==> src/rtl/tile_pkg.sv <==
// Shared types and default geometry for the tile write path.
// Latency: n/a (declarations only).
// Backpressure: n/a.
package tile_pkg;

  localparam int ADDR_BITS     = 12;
  localparam int DEF_TILE_W    = 24;
  localparam int DEF_TILE_H    = 24;
  localparam int DEF_WORD_BITS = 256;
  localparam int DEF_PIX_BITS  = 8;

  // ACCUM gathers one column of pixels, WRITE emits it as a single BRAM word.
  typedef enum logic {
    ACCUM = 1'b0,
    WRITE = 1'b1
  } state_t;

endpackage

==> src/rtl/tile_writer_if.sv <==
// Pixel-in handshake plus BRAM write port of the tile writer.
// Latency: n/a (wires only).
// Backpressure: pixel_ready is driven by the writer; the BRAM side has none.
interface tile_writer_if
  import tile_pkg::*;
#(
  parameter int PIX_BITS  = DEF_PIX_BITS,
  parameter int WORD_BITS = DEF_WORD_BITS
) ();

  logic [PIX_BITS-1:0]  pixel_in;
  logic                 pixel_valid;
  logic                 pixel_ready;
  logic [ADDR_BITS-1:0] bram_addr;
  logic [WORD_BITS-1:0] bram_wdata;
  logic                 bram_we;
  logic                 tile_done;

  // Pixel producer / BRAM sink side.
  modport master (
    output pixel_in, pixel_valid,
    input  pixel_ready, bram_addr, bram_wdata, bram_we, tile_done
  );

  // Tile writer side.
  modport slave (
    input  pixel_in, pixel_valid,
    output pixel_ready, bram_addr, bram_wdata, bram_we, tile_done
  );

endinterface

==> src/rtl/tile_writer.sv <==
// Packs a column-major pixel stream into one BRAM word per tile column.
// Latency: column word written the cycle after its TILE_H-th pixel is accepted.
// Backpressure: pixel_ready drops for exactly the one WRITE cycle per column.
module tile_writer
  import tile_pkg::*;
#(
  parameter logic [ADDR_BITS-1:0] BASE_ADDR = '0,
  parameter int TILE_W    = DEF_TILE_W,
  parameter int TILE_H    = DEF_TILE_H,
  parameter int WORD_BITS = DEF_WORD_BITS,
  // TILE_H*PIX_BITS must not exceed WORD_BITS.
  parameter int PIX_BITS  = DEF_PIX_BITS
) (
  input logic          clk,
  input logic          rst_n,
  input logic          clear,
  tile_writer_if.slave bus
);

  localparam int COL_BITS = TILE_H * PIX_BITS;
  localparam int RW       = (TILE_H > 1) ? $clog2(TILE_H) : 1;
  localparam int CW       = (TILE_W > 1) ? $clog2(TILE_W) : 1;
  localparam logic [RW-1:0] ROW_LAST = RW'(TILE_H - 1);
  localparam logic [CW-1:0] COL_LAST = CW'(TILE_W - 1);

  state_t              state_q, state_d;
  logic [RW-1:0]       row_q, row_d;
  logic [CW-1:0]       col_q, col_d;
  logic [COL_BITS-1:0] buf_q, buf_d;

  // State register; reset drops any partial column.
  always_ff @(posedge clk or negedge rst_n) begin
    if (!rst_n) begin
      state_q <= ACCUM;
      row_q   <= '0;
      col_q   <= '0;
      buf_q   <= '0;
    end else begin
      state_q <= state_d;
      row_q   <= row_d;
      col_q   <= col_d;
      buf_q   <= buf_d;
    end
  end

  // Next state: clear beats everything, including advancing col after a write.
  always_comb begin
    state_d = state_q;
    row_d   = row_q;
    col_d   = col_q;
    buf_d   = buf_q;
    if (clear) begin
      state_d = ACCUM;
      row_d   = '0;
      col_d   = '0;
      buf_d   = '0;
    end else begin
      case (state_q)
        ACCUM: begin
          if (bus.pixel_valid) begin
            buf_d[row_q*PIX_BITS +: PIX_BITS] = bus.pixel_in;
            if (row_q == ROW_LAST) begin
              row_d   = '0;
              state_d = WRITE;
            end else begin
              row_d = row_q + 1'b1;
            end
          end
        end
        WRITE: begin
          col_d   = (col_q == COL_LAST) ? '0 : col_q + 1'b1;
          buf_d   = '0;
          state_d = ACCUM;
        end
        default: state_d = ACCUM;
      endcase
    end
  end

  // Outputs decode purely from state; word is zero outside WRITE and above the column.
  always_comb begin
    bus.pixel_ready = (state_q == ACCUM);
    bus.bram_we     = (state_q == WRITE);
    bus.tile_done   = (state_q == WRITE) && (col_q == COL_LAST);
    bus.bram_addr   = BASE_ADDR + ADDR_BITS'(col_q);
    bus.bram_wdata  = '0;
    if (state_q == WRITE) begin
      bus.bram_wdata[COL_BITS-1:0] = buf_q;
    end
  end

endmodule

==> src/flat_wrapper.sv <==
// flat-port wrapper written by rule: the top's interface ports become plain ports
module tile_writer_flat import tile_pkg::*;
#(
  parameter logic [ADDR_BITS-1:0] BASE_ADDR = '0,
  parameter int TILE_W    = DEF_TILE_W,
  parameter int TILE_H    = DEF_TILE_H,
  parameter int WORD_BITS = DEF_WORD_BITS,
                                               
  parameter int PIX_BITS  = DEF_PIX_BITS
)
  (clk, rst_n, clear, bus_pixel_in, bus_pixel_valid, bus_pixel_ready, bus_bram_addr, bus_bram_wdata, bus_bram_we, bus_tile_done);
  tile_writer_if #(.PIX_BITS(PIX_BITS), .WORD_BITS(WORD_BITS)) bus_i ();
  input logic clk;
  input logic rst_n;
  input logic clear;
  input wire logic [$bits(bus_i.pixel_in)-1:0] bus_pixel_in;
  input wire logic [$bits(bus_i.pixel_valid)-1:0] bus_pixel_valid;
  output wire logic [$bits(bus_i.pixel_ready)-1:0] bus_pixel_ready;
  output wire logic [$bits(bus_i.bram_addr)-1:0] bus_bram_addr;
  output wire logic [$bits(bus_i.bram_wdata)-1:0] bus_bram_wdata;
  output wire logic [$bits(bus_i.bram_we)-1:0] bus_bram_we;
  output wire logic [$bits(bus_i.tile_done)-1:0] bus_tile_done;
  assign bus_i.pixel_in = bus_pixel_in;
  assign bus_i.pixel_valid = bus_pixel_valid;
  assign bus_pixel_ready = bus_i.pixel_ready;
  assign bus_bram_addr = bus_i.bram_addr;
  assign bus_bram_wdata = bus_i.bram_wdata;
  assign bus_bram_we = bus_i.bram_we;
  assign bus_tile_done = bus_i.tile_done;
  tile_writer #(.BASE_ADDR(BASE_ADDR), .TILE_W(TILE_W), .TILE_H(TILE_H), .WORD_BITS(WORD_BITS), .PIX_BITS(PIX_BITS)) u_core (.clk(clk), .rst_n(rst_n), .clear(clear), .bus(bus_i));
endmodule
==> config.mk <==
export PLATFORM = sky130hd
export DESIGN_NAME = tile_writer_flat
export DESIGN_NICKNAME = d
export VERILOG_FILES = /design/src/rtl/tile_pkg.sv /design/src/rtl/tile_writer_if.sv /design/src/rtl/tile_writer.sv /design/src/flat_wrapper.sv
export SDC_FILE = /design/constraint.sdc
export NUM_CORES = 1
export LEC_CHECK = 0
export CORE_MARGIN = 3
export CORE_UTILIZATION = 49
export DETAILED_ROUTE_END_ITERATION = 16
export PLACE_DENSITY = 0.81
export SLEW_MARGIN = 15
export SYNTH_ARGS = -nofsm -noshare
export SYNTH_HDL_FRONTEND = slang
export SYNTH_SLANG_ARGS = --single-unit
==> constraint.sdc <==
create_clock -name clk -period 3.3 [get_ports clk]
set_input_delay 0.495 -clock clk [delete_from_list [all_inputs] [get_ports clk]]
set_output_delay 0.495 -clock clk [all_outputs]
set_load 0.005 [all_outputs]
==> results by group <==
Status
  – Status: complete, no violations

Floorplan
  – Core area: between 0.02 and 0.025 sq mm
  – Die H: ~150 microns
  – I/O pin count: ~280
  – Die X: between 150 and 200 microns
  – Initial Util: between 50 and 60%
  – Die ar.: 0.02272 sq mm
  – FP Rows: 52

STA
  – Slew Limit Fails: 0
  – Post-route minimum period: slightly above 3 ns
  – Clock Skew: 0.01578 ns
  – F_max: 0.3296 GHz
  – Setup violators final: 0
  – Final hold violations: 0
  – Relative slew slack: between 30% and 40%
  – RSZ-0062 raised after global routing: no
  – TNS Setup: 0 ns
  – Least-Margin Pin Slew: about 0.95 ns
  – Fin crit share: approximately 90%

Synth
  – Total number of yosys warnings: 0
  – Synth Flop Type: dfrtp_1
  – Post-Syn Area: roughly 0.010 sq mm
  – Sequential area share after synthesis: between 40 and 50%
  – Post-synth EDFFs: 0
  – Syn Inst Count: around 1000
  – Synth cell types: 50
  – Avg Cell Area, Syn: 9.843 sq um
  – Register bit total from synthesis: ~200
  – Async set or reset register ratio after synthesis: 100.0%

Job
  – Max-cap violation count: 0

Setup path
  – CP Max Fanout: 13
  – Critical path class: flip-flop to flip-flop
  – Required time of the critical path: 3.73 ns
  – Startpoint class of the critical path: flip-flop
  – Critical Path End Type: flip-flop
  – Worst Path Arrival: around 3.5 ns

Place
  – GPL Wtd Cong: ~0.91
  – Detailed placer's ending HPWL: ~21000 microns
  – Port-buffer cells: between 200 and 250
  – Placed Area: 0.01247 sq mm

Routing
  – Vias post-DR: about 8400
  – Routed Antenna Nets: 0
  – Initial DRT Pass Iterations: 6
  – Vias per cell: ~5.6
  – Initial DRC count: 711
  – Wire per inst: between 15 and 20 microns
  – DRC violations left: 0
  – DRT Wirelength: ~30000 microns

Global route
  – Grt met3 use: about 4.1%
  – GR Util All Layers: 25.49%
  – First-pass GRT wire length: 45800 microns
  – GR peak layer: met2
  – Number of global-route vias before repair: just over 8000
  – Global route overflow: 0
  – Pin count of the biggest net entering global routing: 101
  – Met1 usage: a little over a third
  – Initial antenna violation count: 0
  – M2 GR Usage: about two fifths

Pwr
  – Worst VDD drop: between 200 and 250 uV
  – Pleak: 5.802 nW
  – Pwr per Cell Area: approximately 400 mW/mm^2

Clock tree
  – Clk root buf: clkbuf_16
  – H-tree depth: 1
  – CTS Sinks: about 200
  – CTS tree: yes
  – Worst-Skew Late Latency: approximately 0.5 ns
  – # Post-CTS Setup Buffers: 0
  – Clock slew seen by the registers of the worst setup and hold paths: ~0.060 ns
  – Bufs on Longest Clock Path: 3
  – CTS buffer count: 21

Layout
  – Reg area: approximately 0.005 sq mm
  – Fill cells: between 1500 and 2000
  – Area taken by multi-input logic gates: between 0.004 and 0.005 sq mm
  – Number of antenna diodes: 0
  – Final nets: 1250
  – Share of layout cells above drive strength 1: 7.223%
  – Area growth, synth to finish: 28.74%
  – Post-route cell area: ~0.013 sq mm

Min path
  – Worst min path class: primary input to asynchronous set/reset pin
cells in the final DEF, fill, tap and decap left out, drive strengths merged, types with 16 or more instances in the layout:
cell type      instances
clkbuf                27
nand2                 92
a32o                  25
nor2                  34
o31ai                 33
clkdlybuf4s50        210
dfrtp                203
buf                   36
and2                 197
nand3                 63
o21ai                 51
a21oi                 16
a22o                  65
conb                  71
repair_timing:
item                       CTS  global route
hold buffers                 0             0
resized for setup            0             3
setup endpoints to repair    0            56
kinds of logic (layout without fill, tap and decap cells):
kind of cell | count (synthesis) | count (layout) | share of synthesized area, %
buffers and inverters | 154 | 287 | 8.434
multiplexers | 11 | 11 | 1.073
AND/OR/NAND/NOR | 450 | 450 | 23.84
adder cells (fa/ha/maj) | 4 | 4 | 0.4875
AO/OA/AOI/OAI | 215 | 215 | 16.22
flip-flops | 203 | 203 | 49.48
other | 1 | 71 | 0.03653
XOR/XNOR | 5 | 5 | 0.4266
per-layer routing:
layer / routed length, microns / up-vias
met5: 0 / -
met4: 658 / 0
met3: 2517 / 50
met2: 14240 / 429
met1: 12420 / 4089
li1: - / 3861
power breakdown:
part	switching [mW]	total (mW)	internal [mW]
logic	0.313	0.404	0.0902
clock network	0.954	2.51	1.56
registers	0.00591	2.50	2.50
total	1.27	5.42	4.15
critical path: stages, from the launching register on:
cell,delay (ns)
dfrtp_1,0.46
inv_1,0.09
ha_1,0.29
nand2b_1,0.17
o21bai_1,0.79
nand2_1,0.37
nor3_1,0.58
a22o_1,0.23
Yosys cell counts, types with 5 or more instances:
cell type    n  area share (%)
dfrtp_1    203              49
and2_1     197              12
nand2_1     92             3.4
buf_4       72             5.3
a22o_1      65             5.5
nand3_1     63             3.1
clkbuf_1    58             2.1
o21ai_0     51             2.5
nor2_1      33             1.2
o31ai_1     33             2.4
a32o_1      25             2.4
a21oi_1     16            0.78
and3_1      11            0.67
mux2i_1     11             1.1
buf_1       10            0.37
nand4_1     10            0.61
nor3_1      10            0.49
buf_2        8            0.39
nor2b_1      7            0.43
o2bb2ai_1    6            0.51
inv_1        5            0.18
nor3b_1      5            0.37
flip-flops by register name, indices dropped and copies added, names as in the netlist:
register and flops:
u_core.bus.bram_we 1, u_core.col_q 5, u_core.row_q 5, u_core.buf_q 192
area by class of cell:
| class | count | area share, % |
|---|---|---|
| flip-flops and latches | 203 | 38.46 |
| multi-input cells | 756 | 34.89 |
| repair buffers | 247 | 18.43 |
| clock buffers | 26 | 4.421 |
| well taps | 270 | 2.556 |
| clock inverters | 9 | 1.098 |
| inverters | 5 | 0.1420 |
through the flow:
stage / utilization, % / total power [mW] / instances / worst slack, ns / hold slack, ns
5_1_grt: 64.69 / 5.585 / 1516 / 0.02895 / 0.1153
3_5_place_dp: 61.06 / 2.943 / 1481 / 0.1614 / 0.4623
3_3_place_gp: 61.06 / 2.939 / 1481 / 0.2409 / 0.4555
2_1_floorplan: - / 2.814 / 1113 / 0.3565 / 0.1994
4_1_cts: 64.63 / 5.443 / 1516 / 0.1579 / 0.09538
6_report: 64.69 / 5.419 / 1516 / 0.2658 / 0.06270
worst paths after layout:
check	startpoint	endpoint	slack [ns]	cells after the start
worst min-delay path	rst_n	u_core.buf_q[125]	0.06	1
worst min register to register	u_core.buf_q[40]	u_core.buf_q[40]	0.47	1
worst max register to register	u_core.row_q[1]	u_core.buf_q[172]	0.27	7
min in group clk	u_core.buf_q[40]	u_core.buf_q[40]	0.47	1
max in group asynchronous	rst_n	u_core.buf_q[184]	2.45	2
worst max-delay path	u_core.row_q[1]	u_core.buf_q[172]	0.27	7
(Power assumes the default switching activity.)
